$ cat src/rtl/ones_mod_rr_ctrl_if.sv
// Handshake bundle between two word producers, the shared ones-count checker
// and the result consumer.
interface ones_mod_rr_ctrl_if #(
  parameter int WIDTH = 8
) ();
  localparam int OW = $clog2(WIDTH + 1);

  logic             req0_valid;
  logic [WIDTH-1:0] req0_data;
  logic             req0_ready;
  logic             req1_valid;
  logic [WIDTH-1:0] req1_data;
  logic             req1_ready;
  logic             ser_vld;
  logic             ser_bit;
  logic             res_valid;
  logic             res_ready;
  logic             res_id;
  logic             res_hit;
  logic [OW-1:0]    res_ones;

  modport slave (
    input  req0_valid, req0_data, req1_valid, req1_data, res_ready,
    output req0_ready, req1_ready, ser_vld, ser_bit,
           res_valid, res_id, res_hit, res_ones
  );

  modport master (
    output req0_valid, req0_data, req1_valid, req1_data, res_ready,
    input  req0_ready, req1_ready, ser_vld, ser_bit,
           res_valid, res_id, res_hit, res_ones
  );
endinterface

$ cat src/rtl/ones_mod_rr_ctrl.sv
// Round-robin front end sharing one serial mod-MOD ones counter between two
// requesters; each word is shifted out MSB first and a tagged result reported.
module ones_mod_rr_ctrl #(
  parameter int WIDTH = 8,
  parameter int MOD   = 4
) (
  input  logic              clk,
  input  logic              rst,
  ones_mod_rr_ctrl_if.slave bus
);
  localparam int OW = $clog2(WIDTH + 1);
  localparam int IW = $clog2(WIDTH);
  localparam int MW = $clog2(MOD);

  typedef enum logic [1:0] {
    S_IDLE   = 2'd0,
    S_SHIFT  = 2'd1,
    S_REPORT = 2'd2
  } state_t;

  state_t           state_q, state_d;
  logic [WIDTH-1:0] shift_q, shift_d;
  logic [MW-1:0]    modcnt_q, modcnt_d;
  logic [OW-1:0]    ones_q, ones_d;
  logic [IW-1:0]    idx_q, idx_d;
  logic             id_q, id_d;
  logic             last_q, last_d;

  logic grant1, hs0, hs1;

  // Requester 1 wins when alone, or on a tie when requester 0 went last.
  always_comb begin
    grant1 = bus.req1_valid & (~bus.req0_valid | ~last_q);
    hs0    = ~rst & (state_q == S_IDLE) & bus.req0_valid & ~grant1;
    hs1    = ~rst & (state_q == S_IDLE) & grant1;
  end

  always_ff @(posedge clk or posedge rst) begin
    if (rst) begin
      state_q  <= S_IDLE;
      shift_q  <= '0;
      modcnt_q <= '0;
      ones_q   <= '0;
      idx_q    <= '0;
      id_q     <= 1'b0;
      last_q   <= 1'b1;
    end else begin
      state_q  <= state_d;
      shift_q  <= shift_d;
      modcnt_q <= modcnt_d;
      ones_q   <= ones_d;
      idx_q    <= idx_d;
      id_q     <= id_d;
      last_q   <= last_d;
    end
  end

  always_comb begin
    state_d  = state_q;
    shift_d  = shift_q;
    modcnt_d = modcnt_q;
    ones_d   = ones_q;
    idx_d    = idx_q;
    id_d     = id_q;
    last_d   = last_q;
    case (state_q)
      S_IDLE: begin
        if (hs0 | hs1) begin
          shift_d  = hs1 ? bus.req1_data : bus.req0_data;
          modcnt_d = '0;
          ones_d   = '0;
          idx_d    = '0;
          id_d     = hs1;
          last_d   = hs1;
          state_d  = S_SHIFT;
        end
      end
      S_SHIFT: begin
        shift_d = shift_q << 1;
        if (shift_q[WIDTH-1]) begin
          if (ones_q < OW'(WIDTH)) ones_d = ones_q + 1'b1;
          modcnt_d = (modcnt_q == MW'(MOD - 1)) ? '0 : modcnt_q + 1'b1;
        end
        idx_d = idx_q + 1'b1;
        if (idx_q == IW'(WIDTH - 1)) state_d = S_REPORT;
      end
      S_REPORT: begin
        if (bus.res_ready) state_d = S_IDLE;
      end
      default: state_d = S_IDLE;
    endcase
  end

  // Result fields are forced to 0 outside REPORT so reset and idle read as 0.
  assign bus.req0_ready = hs0;
  assign bus.req1_ready = hs1;
  assign bus.ser_vld    = (state_q == S_SHIFT);
  assign bus.ser_bit    = (state_q == S_SHIFT) & shift_q[WIDTH-1];
  assign bus.res_valid  = (state_q == S_REPORT);
  assign bus.res_id     = (state_q == S_REPORT) & id_q;
  assign bus.res_hit    = (state_q == S_REPORT) & (modcnt_q == '0);
  assign bus.res_ones   = (state_q == S_REPORT) ? ones_q : '0;
endmodule
$ cat src/flat_wrapper.sv
// flat-port wrapper written by rule: the top's interface ports become plain ports
module ones_mod_rr_ctrl_flat 
#(
  parameter int WIDTH = 8,
  parameter int MOD   = 4
)
  (clk, rst, bus_req0_valid, bus_req0_data, bus_req1_valid, bus_req1_data, bus_res_ready, bus_req0_ready, bus_req1_ready, bus_ser_vld, bus_ser_bit, bus_res_valid, bus_res_id, bus_res_hit, bus_res_ones);
  ones_mod_rr_ctrl_if #(.WIDTH(WIDTH)) bus_i ();
  input  logic clk;
  input  logic rst;
  input wire logic [$bits(bus_i.req0_valid)-1:0] bus_req0_valid;
  input wire logic [$bits(bus_i.req0_data)-1:0] bus_req0_data;
  input wire logic [$bits(bus_i.req1_valid)-1:0] bus_req1_valid;
  input wire logic [$bits(bus_i.req1_data)-1:0] bus_req1_data;
  input wire logic [$bits(bus_i.res_ready)-1:0] bus_res_ready;
  output wire logic [$bits(bus_i.req0_ready)-1:0] bus_req0_ready;
  output wire logic [$bits(bus_i.req1_ready)-1:0] bus_req1_ready;
  output wire logic [$bits(bus_i.ser_vld)-1:0] bus_ser_vld;
  output wire logic [$bits(bus_i.ser_bit)-1:0] bus_ser_bit;
  output wire logic [$bits(bus_i.res_valid)-1:0] bus_res_valid;
  output wire logic [$bits(bus_i.res_id)-1:0] bus_res_id;
  output wire logic [$bits(bus_i.res_hit)-1:0] bus_res_hit;
  output wire logic [$bits(bus_i.res_ones)-1:0] bus_res_ones;
  assign bus_i.req0_valid = bus_req0_valid;
  assign bus_i.req0_data = bus_req0_data;
  assign bus_i.req1_valid = bus_req1_valid;
  assign bus_i.req1_data = bus_req1_data;
  assign bus_i.res_ready = bus_res_ready;
  assign bus_req0_ready = bus_i.req0_ready;
  assign bus_req1_ready = bus_i.req1_ready;
  assign bus_ser_vld = bus_i.ser_vld;
  assign bus_ser_bit = bus_i.ser_bit;
  assign bus_res_valid = bus_i.res_valid;
  assign bus_res_id = bus_i.res_id;
  assign bus_res_hit = bus_i.res_hit;
  assign bus_res_ones = bus_i.res_ones;
  ones_mod_rr_ctrl #(.WIDTH(WIDTH), .MOD(MOD)) u_core (.clk(clk), .rst(rst), .bus(bus_i));
endmodule
$ cat config.mk
export PLATFORM = sky130hd
export DESIGN_NAME = ones_mod_rr_ctrl_flat
export DESIGN_NICKNAME = d
export VERILOG_FILES = /design/src/rtl/ones_mod_rr_ctrl_if.sv /design/src/rtl/ones_mod_rr_ctrl.sv /design/src/flat_wrapper.sv
export SDC_FILE = /design/constraint.sdc
export NUM_CORES = 1
export LEC_CHECK = 0
export CORE_MARGIN = 2
export CORE_UTILIZATION = 33
export DETAILED_ROUTE_END_ITERATION = 10
export HOLD_SLACK_MARGIN = 0.03
export PLACE_DENSITY_LB_ADDON = 0.25
export SLEW_MARGIN = 30
export SYNTH_ARGS = -nofsm -noshare
export SYNTH_HDL_FRONTEND = slang
export SYNTH_SLANG_ARGS = --single-unit
$ cat constraint.sdc
create_clock -name clk -period 2.27 [get_ports clk]
set_clock_uncertainty 0.15 [all_clocks]
set_input_delay 0.227 -clock clk [delete_from_list [all_inputs] [get_ports clk]]
set_output_delay 0.227 -clock clk [all_outputs]
set_load 0.005 [all_outputs]
# Word level (Yosys, flattened, before mapping)
# Cells that the tools add are included.
[totals] elab_cells=60 register_bits=21 output_inout_bits=11 inputBits=21
[op_classes] n_addsub=3 magnitude_cmp=1 eq_ne=9 mux=18 n_reduce_logical=8 n_bitwise=14
[op_table] op="two-way mux 4 bit" count=4
[op_table] op="two-way mux 8 bit" count=2
[op_table] op="case mux 8 bit (2 select lines)" count=1
[op_table] op="two-way mux 2 bit" count=6
[op_table] op="AND 1 bit" count=8
[op_table] op="case mux 4 bit (2 select lines)" count=1
[op_table] op="inequality test 2 x 1 -> 1 bit (second input constant)" count=3
[op_table] op="case mux 2 bit (3 select lines)" count=1
[op_table] op="case mux 3 bit (2 select lines)" count=1
[op_table] op="AND reduction 3 bit" count=2
[op_table] op="adder 4 x 1 -> 4 bit (second input constant)" count=1
[op_table] op="== test 2 bit (second input constant)" count=2
[op_table] op="logical NOT 2 bit" count=2
[op_table] op="less-than comparator 4 bit (second input constant)" count=1
[op_table] op="inequality test 2 bit (second input constant)" count=2
[op_table] op="inverter 1 bit" count=4
[op_table] op="case mux 2 bit (2 select lines)" count=1
[op_table] op="AND reduction 2 bit" count=2
[op_table] op="AND reduction 4 bit" count=1
[op_table] op="adder 3 x 1 -> 3 bit (second input constant)" count=1
[op_table] op="== test 3 bit (second input constant)" count=1
[op_table] op="two-way mux 3 bit" count=1
[op_table] op="adder 2 x 1 -> 2 bit (second input constant)" count=1
[op_table] op="== test 2 x 1 -> 1 bit (second input constant)" count=1
[op_table] op="2 further kinds" count=3

# Longest topological paths before layout
[logic_depth] word_depth=8 ltp_mapped=5 depth_no_buf=4

# Least setup slack after synthesis
# Ideal clock, no wire load.
[synth_timing] path_type="input -> register" from="input rst" to="register u_core.shift_q[4]" stages=3 arrival_time_ns=1.255 setup_time_ns=0.126 n_path_buf=0 path_slack_ns=0.739 required_ns=1.994 cell_sequence="inv_1 a21oi_2 a221o_1"
[synth_between] elab_chain_cells=7 elab_cells_between_ends=11 cone_classes="eq/ne: 1; mux: 3; bitwise: 6; reduce/logical: 1"
[synth_rtl] element="from (decl)" line="flat_wrapper.sv:10" source="input logic rst;"
[synth_rtl] element="inverter 1 bit *" line="ones_mod_rr_ctrl.sv:34, ones_mod_rr_ctrl.sv:35"
[synth_rtl] element="AND 1 bit *" line="ones_mod_rr_ctrl.sv:34, ones_mod_rr_ctrl.sv:35"
[synth_rtl] element="AND 1 bit (2 in a row)" line="ones_mod_rr_ctrl.sv:34" source="hs0 = ~rst & (state_q == S_IDLE) & bus.req0_valid & ~grant1;"
[synth_rtl] element="OR 1 bit" line="ones_mod_rr_ctrl.sv:68" source="if (hs0 | hs1) begin"
[synth_rtl] element="inequality test 2 bit (no source line)"
[synth_rtl] element="AND reduction 2 bit (no source line)"
[synth_rtl] element="to (signal assigned)" line="ones_mod_rr_ctrl.sv:49" source="shift_q <= shift_d;"
[synth_rtl] element="to (decl)" line="ones_mod_rr_ctrl.sv:22" source="logic [WIDTH-1:0] shift_q, shift_d;"
# Mark *: on every way between the ends. The rest lies on a longest branch, timed or not. The select of a mux whose other input is x is not followed.
# A chain may end at the register's enable or synchronous reset.

# Worst setup path after layout
[layout_timing] from="register u_core.state_q[1]" to="output bus_req0_ready"
[layout_between] elab_chain_cells=4
[layout_rtl] element="from (decl)" line="ones_mod_rr_ctrl.sv:21" source="state_t state_q, state_d;"
[layout_rtl] element="from (signal assigned)" line="ones_mod_rr_ctrl.sv:48" source="state_q <= state_d;"
[layout_rtl] element="logical NOT 2 bit" line="ones_mod_rr_ctrl.sv:34"
[layout_rtl] element="AND 1 bit (3 in a row)" line="ones_mod_rr_ctrl.sv:34"
[layout_rtl] element="to (decl)" line="flat_wrapper.sv:16" source="output wire logic [$bits(bus_i.req0_ready)-1:0] bus_req0_ready;"
# No other way between the ends.

==> flow_summary.yaml <==
status:
  outcome: "completed"
sta:
  slew-limit-headroom_pct: 76.6
  max_freq_mhz: 456
  setup_violations: 0
  fin_crit_ns: 2.19
  maxSlewViolCount: 0
  worst_slew_pin_slew_ns: 0.352
  fin_crit_sh_pct: 96.5
  holdWs_ns: 0.220
  hold_viol: 0
finish:
  syn_to_final_growth_pct: 35.5
  n_antenna_cell: 0
  fin_cells: 193
  fin_util_pct: 47.5
  final_cell_mix: "clkdlybuf4s50_1 (31), dfrtp_1 (18), a22o_1 (9), buf_4 (8)"
  drive_gt1_share_pct: 19.0
  nNetsFinal: 174
  final_common_cell: "clkdlybuf4s50_1"
drt:
  routed_via_density: 5.01
  routed_wl_um: 2680
  vias: 967
  first_pass_iters: 4
  drc_errors: 0
  postRouteAntennaNets: 0
  drt_iter0_drc: 34
  routedWlPerCell_um: 13.9
place:
  dp_cells: 186
  dp_hpwl_um: 1990
  place.gp.congestion: 0.766
  place.port_buffers: 31
cts:
  clk_latency_ns: 0.30
  clk_pin_slew_ns: 0.11
  h-tree-depth: 1
  numCtsBuffers: 3
  clock-sinks: 21
  clock_tree.buffer_depth: 2
  cts_root_buf: "clkbuf_4"
  cts_tree: "built"
logic_synthesis:
  ys.flop_type: "dfrtp_1"
  synthCells: 108
  synth_cell_type_count: 36
  synth-seq-cells: 21
  yosysWarnings: 0
  synth-edff-count: 0
  ys_seq_area_share_pct: 43.9
  synth_fp_nets: 134
  syn_area_sq_mm: 0.00120
  async_reset_ff_share_pct: 100
  syn-mean-instance-area_sq_um: 11.1
floorplan:
  dieWidth_um: 64.3
  die_height_um: 64.3
  initial_utilization_pct: 35.1
  rows: 21
  fp.dieArea_sq_mm: 0.00413
  io_pins: 32
  core_area_sq_mm: 0.00342
global_route:
  grt_pass1_wl_um: 4510
  antenna_found_initial: 0
  grt_overflow: 0
  grt_pass1_vias: 982
  grt_max_degree: 22
  grtUsageTotal_pct: 13.9
worst_setup_path:
  startpoint_type: "flip-flop"
  critical_path_class: "reg2out"
  cp.arrival_ns: 1.81
  cp.required_ns: 1.89
  end_kind: "primary output"
  cp_max_fo: 6
job:
  cap_violations: 0
power:
  leakagePower_nw: 0.730
  ir_worst_vdd_mv: 0.400
  powerDensity_mw_per_mm2: 995
min_path:
  hp-class: "in2async"
-- power by group --
| group | total, mW | leakage, nW | switching [mW] | internal [mW] |
|---|---|---|---|---|
| Combinational | 0.748 | 0.453 | 0.338 | 0.410 |
| Clock | 0.181 | 0.0150 | 0.113 | 0.0686 |
| Sequential | 0.688 | 0.262 | 0.144 | 0.544 |
-- registers in the layout (all words and copies together) (netlist names) --
| name | cells |
|---|---|
| u_core.idx_q | 3 |
| u_core.shift_q | 8 |
| u_core.ones_q | 4 |
| u_core.modcnt_q | 2 |
| u_core.last_q | 1 |
| u_core.state_q | 2 |
| u_core.id_q | 1 |
-- critical path, stage by stage, from the launching register on --
cell and delay, ns:
dfrtp_2 0.46, or3_4 0.42, nor2_1 0.12, clkdlybuf4s50_1 0.51
-- metrics by stage --
stage	worst slack, ns	total power, mW	instance area (sq um)	TNS (ns)
5_1_grt	-0.00393	1.77	1620	-0.00393
2_1_floorplan	0.739	1.19	1200	0
6_report	0.0788	1.62	1620	0
3_3_place_gp	0.213	1.37	1570	0
4_1_cts	0.0304	1.60	1600	0
3_5_place_dp	0.206	1.42	1570	0
-- what timing repair did --
item | CTS | global route
buffers inserted | 0 | 3
hold buffers | 0 | 0
resized for setup | 0 | 2
setup endpoints to repair | 0 | 4
-- path summary, 6_finish.rpt --
path | start | end | slack [ns] | depth (start not counted)
worst max register to register | u_core.last_q | u_core.shift_q[4] | 0.59 | 4
worst max-delay path | u_core.state_q[1] | bus_req0_ready | 0.08 | 3
worst min-delay path | rst | u_core.state_q[1] | 0.22 | 3
worst min register to register | u_core.id_q | u_core.id_q | 0.33 | 1
max in group asynchronous | rst | u_core.last_q | 1.47 | 3
min in group clk | u_core.id_q | u_core.id_q | 0.33 | 1
-- cell usage after synthesis (all sizes together), types with 2 or more instances --
library cell	n	area [sq um]
nand3	2	10.0
and2	7	43.8
a221o	7	70.1
nor2	3	18.8
dfrtp	20	500
inv	8	30.0
buf	3	27.5
nor3	3	15.0
mux2	8	90.1
o21ai	5	25.0
a21o	3	22.5
nand2	5	18.8
a21oi	3	18.8
o31ai	2	15.0
ha	5	62.6
a22o	9	78.8
-- logic make-up (layout without fill, tap and decap cells) --
family          after synthesis  count (layout)  share of synthesized area, %
buf+inv                      12              51                          5.11
compound gates               34              34                          23.3
flops                        21              21                          43.9
mux                           9               9                          8.35
simple gates                 27              27                          14.1
fa+ha+maj                     5               5                          5.22
-- routing by layer --
metal | track usage (%) | share of wire (%)
met4 | 3.19 | 0.78
met5 | 0 | 0
met1 | 16.7 | 45
met3 | 3.35 | 4.2
met2 | 24.9 | 50
-- cell type report --
cell class,count,area [sq um]
timing repair buffer,39,370
multi-input combinational,75,611
clock buffer,4,26.3
inverter,8,30.0
tap,46,57.6
sequential,21,529
fill,340,1790
Power figures use the tool's default switching activity.
